`config.mk`:
```
export PLATFORM = sky130hd
export DESIGN_NAME = hart_step_ctrl
export DESIGN_NICKNAME = d
export VERILOG_FILES = /design/src/rtl/hart_step_ctrl_pkg.sv /design/src/rtl/hart_step_ctrl_pause_timer.sv /design/src/rtl/hart_step_ctrl.sv
export SDC_FILE = /design/constraint.sdc
export NUM_CORES = 1
export LEC_CHECK = 0
export BUFFER_PORTS_ARGS = -buffer_cell sky130_fd_sc_hd__clkbuf_2
export CORE_UTILIZATION = 30
export CTS_CLUSTER_SIZE = 12
export DETAILED_ROUTE_END_ITERATION = 10
export GPL_TIMING_DRIVEN = 0
export PLACE_DENSITY = 0.56
export SLEW_MARGIN = 5
export SYNTH_ARGS = -nofsm -noshare
export SYNTH_HDL_FRONTEND = slang
export SYNTH_HIERARCHICAL = 1
export SYNTH_SLANG_ARGS = --single-unit
export TNS_END_PERCENT = 5
```
`constraint.sdc`:
```
create_clock -name clk -period 2.9 [get_ports clk]
set_clock_uncertainty 0.05 [all_clocks]
set_input_delay 0.435 -clock clk [delete_from_list [all_inputs] [get_ports clk]]
set_output_delay 0.435 -clock clk [all_outputs]
set_load 0.01 [all_outputs]
```
`src/rtl/hart_step_ctrl_pkg.sv`:
```
// Shared definitions for the hart execute-enable sequencer: FSM state width and encodings.
package hart_step_ctrl_pkg;

  localparam int STATE_W = 3;

  // These encodings are visible on the state port and must not be renumbered.
  localparam logic [STATE_W-1:0] ST_WAIT  = 3'd0;
  localparam logic [STATE_W-1:0] ST_RUN   = 3'd1;
  localparam logic [STATE_W-1:0] ST_STALL = 3'd2;
  localparam logic [STATE_W-1:0] ST_PAUSE = 3'd3;
  localparam logic [STATE_W-1:0] ST_HALT  = 3'd4;

endpackage

```
`src/rtl/hart_step_ctrl_pause_timer.sv`:
```
// Down-counter for Zihintpause timing: load a start value, decrement to zero, and flag zero.
module hart_step_ctrl_pause_timer #(
  parameter int CNT_WIDTH = 8
) (
  input  logic                 clk,
  input  logic                 rst,
  input  logic                 load,
  input  logic [CNT_WIDTH-1:0] load_val,
  input  logic                 dec,
  input  logic                 clear,
  output logic                 zero
);

  logic [CNT_WIDTH-1:0] count;

  // NOTE: sequential state uses non-blocking (<=) so every register samples pre-edge values.
  always_ff @(posedge clk) begin
    if (rst || clear) begin
      count <= '0;
    end else if (load) begin
      count <= load_val;
    end else if (dec && (count != '0)) begin
      count <= count - CNT_WIDTH'(1);
    end
  end

  assign zero = (count == '0);

endmodule

```
`src/rtl/hart_step_ctrl.sv`:
```
// Execute-enable sequencer: arbitrates ready, stall channels, bus wait and pause timing into step_en.
// Optional build macro RISCUIN_INSTRET_EN adds a 64-bit retired-step counter port (instret).
module hart_step_ctrl
  import hart_step_ctrl_pkg::*;
#(
  parameter int NUM_STALL    = 2,
  parameter int PAUSE_CYCLES = 16,
  parameter int CNT_WIDTH    = 8
) (
  input  logic                 clk,
  input  logic                 rst,
  input  logic                 rb_ready,
  input  logic                 bus_ready,
  input  logic                 bus_busy,
  input  logic                 pause_req,
  input  logic [NUM_STALL-1:0] stall_req,
  input  logic                 pc_end,
  output logic                 step_en,
  output logic [STATE_W-1:0]   state,
  output logic                 pause_active,
  output logic                 halted,
  output logic                 pause_err,
  output logic [CNT_WIDTH-1:0] stall_cycles
`ifdef RISCUIN_INSTRET_EN
  ,
  output logic [63:0]          instret
`endif
);

  // With PAUSE_CYCLES == 0 a pause instruction simply retires like a nop.
  localparam bit PAUSE_EN = (PAUSE_CYCLES > 0);
  localparam logic [CNT_WIDTH-1:0] PAUSE_LOAD = PAUSE_EN ? CNT_WIDTH'(PAUSE_CYCLES - 1) : '0;

  logic [STATE_W-1:0] state_nxt;
  logic blocked;
  logic timer_load, timer_dec, timer_clear, timer_zero;

  assign blocked      = !bus_ready || bus_busy || (|stall_req);
  assign step_en      = (state == ST_RUN) && !blocked && !pc_end && !rst;
  assign pause_active = (state == ST_PAUSE);
  assign halted       = (state == ST_HALT);

  // NOTE: every output of this block gets a default first, so no path can infer a latch.
  always_comb begin
    state_nxt   = state;
    timer_load  = 1'b0;
    timer_dec   = 1'b0;
    timer_clear = 1'b0;
    case (state)
      ST_WAIT: begin
        if (rb_ready && bus_ready) state_nxt = ST_RUN;
      end
      ST_RUN: begin
        if (!rb_ready)     state_nxt = ST_WAIT;
        else if (pc_end)   state_nxt = ST_HALT;
        else if (blocked)  state_nxt = ST_STALL;
        else if (pause_req && PAUSE_EN) begin
          state_nxt  = ST_PAUSE;
          timer_load = 1'b1;
        end
      end
      ST_STALL: begin
        if (!rb_ready)     state_nxt = ST_WAIT;
        else if (pc_end)   state_nxt = ST_HALT;
        else if (!blocked) state_nxt = ST_RUN;
      end
      ST_PAUSE: begin
        // Bus and stall requests are deliberately ignored while the pause runs out.
        if (!rb_ready) begin
          state_nxt   = ST_WAIT;
          timer_clear = 1'b1;
        end else if (timer_zero) begin
          state_nxt = ST_RUN;
        end else begin
          timer_dec = 1'b1;
        end
      end
      ST_HALT:  state_nxt = ST_HALT;
      default:  state_nxt = ST_WAIT;
    endcase
  end

  always_ff @(posedge clk) begin
    if (rst) begin
      state        <= ST_WAIT;
      pause_err    <= 1'b0;
      stall_cycles <= '0;
    end else begin
      state <= state_nxt;
      if ((state == ST_PAUSE) && pause_req) pause_err <= 1'b1;
      if ((state == ST_STALL) && (stall_cycles != '1))
        stall_cycles <= stall_cycles + CNT_WIDTH'(1);
    end
  end

  hart_step_ctrl_pause_timer #(
    .CNT_WIDTH (CNT_WIDTH)
  ) u_pause_timer (
    .clk      (clk),
    .rst      (rst),
    .load     (timer_load),
    .load_val (PAUSE_LOAD),
    .dec      (timer_dec),
    .clear    (timer_clear),
    .zero     (timer_zero)
  );

`ifdef RISCUIN_INSTRET_EN
  always_ff @(posedge clk) begin
    if (rst)          instret <= '0;
    else if (step_en) instret <= instret + 64'd1;
  end
`endif

endmodule
```
# Word-level counts from Yosys, hierarchy flattened
# Index checks and enable logic that the tools add are counted.
# op_classes
add_sub_neg	2
n_eq_ne	9
n_mux	23
reduce_logical	21
# ops
op	n
$mux 3	10
$pmux 3 s5	1
$mux 1	10
$add 8x1->8 const B	1
$logic_not 8->1	1
$mux 4	2
$ne 8x8->1 const B	1
$reduce_bool 8->1	1
$sub 8x1->8 const B	1
$logic_and 1x1->1	7
$eq 3x2->1 const B	2
$ne 5x5->1 const B	1
$logic_not 1->1	4
$ne 4x4->1 const B	1
$reduce_and 4->1	1
$reduce_or 2->1	2
$eq 3x1->1 const B	1
$eq 3x3->1 const B	1
$logic_not 3->1	1
$logic_or 1x1->1	3
$ne 3x2->1 const B	1
$ne 2x2->1 const B	1
$reduce_bool 2->1	1
# totals
register_bits	20
input_bits	9
out_inout_bits	15
wordCells	60

# Logic depth before layout (Yosys ltp)
# Gate-level depths: netlist (run 1).
# logic_depth
word_depth	8
ltp_mapped	9
ltp_nobuf	9

# Modules after synthesis
# Netlist (run 1), hierarchy kept.
# modules_own_cells
mod	instances	cells_each	area_per_inst_um2	seq_area_each_um2
hart_step_ctrl	1	83	686.9	240.2
hart_step_ctrl_pause_timer	1	57	476.7	160.2

# Worst setup path after synthesis (run 1)
# OpenSTA, ideal clock, no wires.
# synth_path
path_type	register to register
from	register u_pause_timer.count[0]
to	register u_pause_timer.count[7]
setup_time_ps	131
arrival_ps	2280
required_ps	2719
slack_ps	440
stages_incl_launch_ff	10
path_buffers	0
period_less_slack_ps	2460
cell_sequence	dfxtp_1 -> inv_1 -> ha_1 -> nor4b_2 -> and2_1 -> nor4b_1 -> or3b_1 -> nor4_1 -> mux2i_1 -> a21oi_1
# synth_via
elab_chain_len	5
elab_cells_between_ends	7
cone_classes	add/sub (1); mux (3); reduce/logical (3)
# synth_lines
element	line	text
from (decl)	hart_step_ctrl_pause_timer.sv:14	logic [CNT_WIDTH-1:0] count;
from (signal assigned)	hart_step_ctrl_pause_timer.sv:21	count <= load_val;
from (signal assigned)	hart_step_ctrl_pause_timer.sv:23	count <= count - CNT_WIDTH'(1);
$logic_not 8->1	hart_step_ctrl_pause_timer.sv:27	assign zero = (count == '0);
via timer_zero	hart_step_ctrl.sv:36	logic timer_load, timer_dec, timer_clear, timer_zero;
$mux 1	hart_step_ctrl.sv:72	end else if (timer_zero) begin
$mux 1	hart_step_ctrl.sv:69	if (!rb_ready) begin
$mux 1	hart_step_ctrl.sv:49	case (state)
via timer_dec	hart_step_ctrl.sv:36	
$logic_and 1x1->1	hart_step_ctrl_pause_timer.sv:22	end else if (dec && (count != '0)) begin
# The timed path passes the listed nets, and every way through them passes these cells.
# A chain may end at the register's enable or synchronous reset.

# Final worst setup path (run 1)
# layout_path
from	register u_pause_timer.count[0]
to	register u_pause_timer.count[5]
# The elaborated chain is that of the path after synthesis.

==> impl_metrics.json, run 1 <==
{
  "status": "finished, final reports clean",
  "cts-root-buf": "clkbuf_8",
  "fmax_mhz": 383.1,
  "finalSetupViolCount": 0,
  "yosys.area_share.simple": 0.3032,
  "rsz0062_at_grt": "false",
  "place.port_buffers": 22,
  "syn_area_per_cell_um2": 8.312,
  "synthMuxAreaShare": 0.04409,
  "dpl.hpwl_mm": 2.038,
  "cts.clk_slew.worst_paths_ps": 80,
  "cts_buffer_depth": 2,
  "drive_above_1_share": 0.2151,
  "grt_pass1_vias": 1031,
  "ant_nets": 0,
  "wl_per_cell_um": 12.46,
  "final_common_cell": "clkbuf_2",
  "power.total_w": 0.0005381,
  "place_ws_ps": 23.97,
  "clock_power_share": 0.404,
  "cts_resized": 1,
  "dpl_cell_area_um2": 1356,
  "ios": 24,
  "ys_seq_elements": 20,
  "min_period_over_period": 0.9001,
  "coreArea_um2": 3689,
  "fin_ws_ps": 289.6,
  "power_frac_seq": 0.519,
  "clk_latency_ps": 260,
  "die_h_um": 64.28,
  "worst_setup_path_end_kind": "register",
  "clock-sinks": 20,
  "place_congestion": 0.8372,
  "power.density_nw_per_um2": 377.9,
  "synthXorXnorAreaFrac": 0.03763,
  "hold_path.class": "in -> reg",
  "initial_utilization": 0.3155,
  "synth_cell_types": 43,
  "synthAdderAreaFrac": 0.03226,
  "dieArea_um2": 4132,
  "post-route-drc-count": 0,
  "p_leak_nw": 0.5435,
  "p_comb_frac": 0.077,
  "yosys_warnings": 6,
  "cts_tree": "done",
  "slew_viol_final": 0,
  "synth_compound_area_frac": 0.1925,
  "avgViaCountPerCell": 5.191,
  "syn_inst": 140,
  "period_needed_ps": 2610,
  "final_cell_mix": "clkbuf_2 (22), dfxtp_1 (20), nor2_1 (13)",
  "overflow": 0,
  "fill_cells": 392,
  "grt_antenna_before_repair": 0,
  "intPower_w": 0.0004137,
  "finalInstanceArea_um2": 1424,
  "crit_path_start_kind": "register",
  "final_util": 0.3860,
  "ir_worst_vdd_mv": 0.3025,
  "required_ps": 3040,
  "cts_setup_buffers": 0,
  "via_count": 1142,
  "maxCapViolations": 0,
  "postCtsHoldBufs": 0,
  "critPathArrivalTime_ps": 2750,
  "num_rows": 22,
  "synth-seq-area-share": 0.3441,
  "grt_pass1_wl_mm": 4.643,
  "final_nets": 185,
  "syn_area_um2": 1164,
  "grt_max_degree": 12,
  "tns_ps": 0,
  "die_w_um": 64.28,
  "crit_fanout": 4,
  "drtIter0Drc": 28,
  "final-hold-violation-count": 0,
  "htree_num_levels": 1,
  "p_sw_w": 0.0001244,
  "groute.usage.overall": 0.1396,
  "cts_made_buffers": 3,
  "synth_top_family_by_area": "simple AND/OR/NAND/NOR gates",
  "route.final.wire_length_mm": 2.741,
  "area_growth_syn_to_layout_pct": 22.37,
  "crit_type": "reg -> reg",
  "antenna_cells": 0,
  "netSwitchingFraction": 0.2312,
  "firstDrtPassIters": 4
}
==> power by group through the flow <==
stage	clock network (W)	registers (W)	logic (W)
after floorplan	0	0.000286	0.0000243
after global placement	0	0.000285	0.0000401
after detailed placement	0	0.000285	0.0000411
after CTS	0.000224	0.000279	0.0000414
after global routing	0.000235	0.000280	0.0000466
final	0.000218	0.000279	0.0000414
==> worst max-delay path, cell delays in order (launching register included) <==
cell and delay, ps:
dfxtp_1 360, inv_1 70, ha_1 230, nor4b_2 190
and2_1 190, nor4b_2 400, or3b_1 470, or4_1 410
a31oi_1 170
==> area by class of cell <==
class / instances / area [µm²] / share of cell area
inverters: 6 / 22.52 / 0.01582
flip-flops and latches: 20 / 400.4 / 0.2812
well taps: 48 / 60.06 / 0.04218
multi-input cells: 114 / 752.0 / 0.5281
plain buffers: 6 / 23.77 / 0.01670
repair buffers: 22 / 110.1 / 0.07733
clock buffers: 4 / 55.05 / 0.03866
==> synthesized netlist by cell type <==
library cell	n	area, µm²
or3b_1	1	8.760
mux2_2	1	11.26
a31oi_1	3	18.77
and4_1	1	8.760
nor4_1	3	18.77
nand3b_1	2	15.01
and4bb_2	1	12.51
o31ai_1	2	15.01
ha_1	3	37.54
a21boi_1	1	7.510
or4_1	2	15.01
a311o_1	1	10.01
dfxtp_1	20	400.4
o211ai_1	1	7.510
or3_4	1	11.26
clkbuf_1	5	18.77
nor4b_1	3	26.28
o2111ai_1	2	17.52
nand4_1	1	6.260
conb_1	2	7.510
buf_2	1	5.000
nand4b_1	1	8.760
nor3b_1	2	15.01
inv_1	6	22.52
or4_4	1	11.26
nor2b_1	2	12.51
a311oi_1	2	17.52
a21oi_1	10	50.05
or2_2	1	6.260
nor2_1	13	48.80
and2_1	2	12.51
and3_1	2	12.51
o21ai_0	10	50.05
nand2_1	6	22.52
nor2_2	1	6.260
nand3_1	3	15.01
xnor2_1	2	17.52
nor3_1	6	30.03
nor4b_2	1	15.01
xor2_1	3	26.28
mux2i_1	4	40.04
a211oi_1	4	30.03
or4b_4	1	13.76
==> state kept, by name (all words and copies together), names as in the netlist <==
signal	count
stall_cycles	8
pause_err	1
u_pause_timer/count	8
state	3
==> per-stage QoR <==
step	std cells	hold WS (ps)
floorplan	146	421.4
global placement	216	402.7
detailed placement	216	414.9
CTS	220	397.1
global route	220	427.3
finish	220	397.1
==> path summary, 6_finish.rpt <==
| kind | start | endpoint | slack, ps | cells past startpoint |
|---|---|---|---|---|
| hold / removal | pause_req | pause_err$_SDFFE_PP0P_ | 400 | 3 |
| setup / recovery | u_pause_timer/count[0]$_SDFFE_PP0P_ | u_pause_timer/count[5]$_SDFFE_PP0P_ | 290 | 8 |
| setup reg to reg | u_pause_timer/count[0]$_SDFFE_PP0P_ | u_pause_timer/count[5]$_SDFFE_PP0P_ | 290 | 8 |
| hold reg to reg | pause_err$_SDFFE_PP0P_ | pause_err$_SDFFE_PP0P_ | 420 | 2 |
==> logic make-up after synthesis <==
| group | after synthesis |
|---|---|
| and+or+nand+nor | 57 |
| AOI/OAI and AO/OA | 36 |
| DFF | 20 |
| buffers and inverters | 12 |
| xor gates and xnor gates | 5 |
| muxes | 5 |
| adders and majority gates | 3 |
| other | 2 |
==> layer usage <==
| layer | global-route usage | up-vias | wire, µm |
|---|---|---|---|
| met2 | 0.2526 | 14 | 1388 |
| met4 | 0.02500 | 0 | 10 |
| met1 | 0.1670 | 551 | 1268 |
| met5 | 0 | - | 0 |
| li1 | - | 575 | - |
| met3 | 0.03214 | 2 | 73 |
(Power assumes the default switching activity.)
==> run 2: changes to the inputs <==
--- a/config.mk
+++ b/config.mk
@@ -5,7 +5,9 @@
 export SDC_FILE = /design/constraint.sdc
 export NUM_CORES = 1
 export LEC_CHECK = 0
+export ABC_CLOCK_PERIOD_IN_PS = 2900
 export BUFFER_PORTS_ARGS = -buffer_cell sky130_fd_sc_hd__clkbuf_2
+export CORE_MARGIN = 1.5
 export CORE_UTILIZATION = 30
 export CTS_CLUSTER_SIZE = 12
 export DETAILED_ROUTE_END_ITERATION = 10
==> run 2 against run 1 <==
Net effect: worst setup slack worse by 6.8 ps; fmax down 0.26%; via count fell by 1.3%; largest power group unchanged; utilization shrank 0.17 points; combinational power about the same; sequential cell count stayed put; first-iteration DRC count fell by 25%; routed wire length decreased by 4.2%; cell count unchanged; critical path depth grew 1; register-to-register slack about the same; final area fell by 0.44%.
==> impl_metrics.json, run 2 (synthesis gave the netlist of run 1 again) <==
{
  "status": "finished, final reports clean",
  "ir_worst_vdd_mv": 0.1701,
  "timing.hold.ws_ps": 410.1,
  "antenna_cells": 0,
  "area_growth_syn_to_layout_pct": 21.83,
  "die_h_um": 65.28,
  "via_count": 1127,
  "ant_nets": 0,
  "power.total_w": 0.0005387,
  "crit_end": "u_pause_timer/count[7]$_SDFFE_PP0P_",
  "dp_cells": 216,
  "grt_antenna_before_repair": 0,
  "crit_path_start_kind": "register",
  "period_needed_ps": 2617,
  "final-hold-violation-count": 0,
  "cts-root-buf": "clkbuf_8",
  "grt_pass1_vias": 1009,
  "clk_latency_ps": 260,
  "drive_above_1_share": 0.2093,
  "r2r_cells": 9,
  "grt_pass1_wl_mm": 4.374,
  "post-route-drc-count": 0,
  "maxCapViolations": 0,
  "required_ps": 2980,
  "clock-sinks": 20,
  "final_cells": 220,
  "crit_type": "reg -> reg",
  "final_common_cell": "clkbuf_2",
  "final_nets": 185,
  "grt_max_degree": 12,
  "critPathArrivalTime_ps": 2700,
  "place.port_buffers": 22,
  "rsz0062_at_grt": "false",
  "avgViaCountPerCell": 5.123,
  "coreArea_um2": 3689,
  "cts_made_buffers": 3,
  "fmax_mhz": 382.1,
  "reg.largest.list": "stall_cycles: 8 flops, u_pause_timer/count: 8 flops, state: 3 flops",
  "fill_cells": 412,
  "regArea_um2": 400.4,
  "crit_fanout": 4,
  "rr_startpoint": "u_pause_timer/count[0]$_SDFFE_PP0P_",
  "cts_resized": 0,
  "slew_viol_final": 0,
  "cts.clk_slew.worst_paths_ps": 80,
  "r2r_slack_ps": 280,
  "cts_buffer_depth": 2,
  "multiInputGateArea_um2": 745.7,
  "hold_path.class": "in -> reg",
  "critPathLaunch": "u_pause_timer/count[0]$_SDFFE_PP0P_",
  "postCtsHoldBufs": 0,
  "wl_per_cell_um": 11.94,
  "dpl.hpwl_mm": 2.025,
  "p_leak_nw": 0.5424,
  "htree_num_levels": 1,
  "dieArea_um2": 4261,
  "num_rows": 22,
  "cts_setup_buffers": 0,
  "initial_utilization": 0.3155,
  "min_period_over_period": 0.9025,
  "groute.usage.overall": 0.1291,
  "cts_tree": "done",
  "route.final.wire_length_mm": 2.627,
  "final_cell_mix": "clkbuf_2 (22), dfxtp_1 (20), nor2_1 (13)",
  "overflow": 0,
  "die_w_um": 65.28,
  "firstDrtPassIters": 4,
  "worst_setup_path_end_kind": "register",
  "finalSetupViolCount": 0,
  "ios": 24,
  "place_congestion": 0.8048,
  "drtIter0Drc": 21,
  "tns_ps": 0,
  "worstHoldStart": "pause_req",
  "power.density_nw_per_um2": 380.0,
  "reg2reg_to": "u_pause_timer/count[7]$_SDFFE_PP0P_"
}
-- run 2: cell counts in the layout (fill, tap and decap cells not counted) --
No cell type changed its count.
-- run 2: layout make-up --
| cell class | instances | share of cell area |
|---|---|---|
| buffer | 6 | 0.01677 |
| clock buffer | 4 | 0.03883 |
| inverter | 6 | 0.01589 |
| multi-input combinational | 114 | 0.5260 |
| sequential | 20 | 0.2824 |
| tap | 48 | 0.04237 |
| timing repair buffer | 22 | 0.07767 |
-- run 2: metrics by stage --
stage | area, µm² | setup slack [ps] | utilization
after floorplan | 1186 | 439.6 | -
after global placement | 1356 | 90.30 | 0.3677
after detailed placement | 1356 | 77.13 | 0.3677
after CTS | 1411 | 68.12 | 0.3826
after global routing | 1418 | 15.42 | 0.3843
final | 1418 | 282.8 | 0.3843
-- run 2: metal layers --
metal / global-route usage / wire, µm / up-vias
li1: - / - / 579
met1: 0.1540 / 1187 / 526
met2: 0.2360 / 1329 / 20
met3: 0.02568 / 92 / 2
met4: 0.03125 / 18 / 0
met5: 0 / 0 / -
-- run 2: report_power, final --
part	total [W]	switching [W]	leakage [nW]	internal, W
clock network	0.000218	0.0000977	0.0288	0.000121
logic	0.0000411	0.0000254	0.352	0.0000157
registers	0.000279	0.00000220	0.161	0.000277
total	0.000539	0.000125	0.542	0.000413
-- run 2: how the worst min path moves through the flow --
stage / slack (ps) / to / depth (start not counted)
after detailed placement: 440 / pause_err$_SDFFE_PP0P_ / 2
after global routing: 430 / pause_err$_SDFFE_PP0P_ / 3
after CTS: 410 / pause_err$_SDFFE_PP0P_ / 3
final: 410 / pause_err$_SDFFE_PP0P_ / 3
after floorplan: 420 / u_pause_timer/count[4]$_SDFFE_PP0P_ / 2
after global placement: 400 / pause_err$_SDFFE_PP0P_ / 2
-- run 2: critical path, stage by stage (launching register included) --
cell and delay [ps]:
dfxtp_1 370, inv_1 80, ha_1 220, nor4b_2 190, and2_1 190, nor4b_2 370
or3b_1 450, nor4_1 280, mux2i_1 220, a21oi_1 70
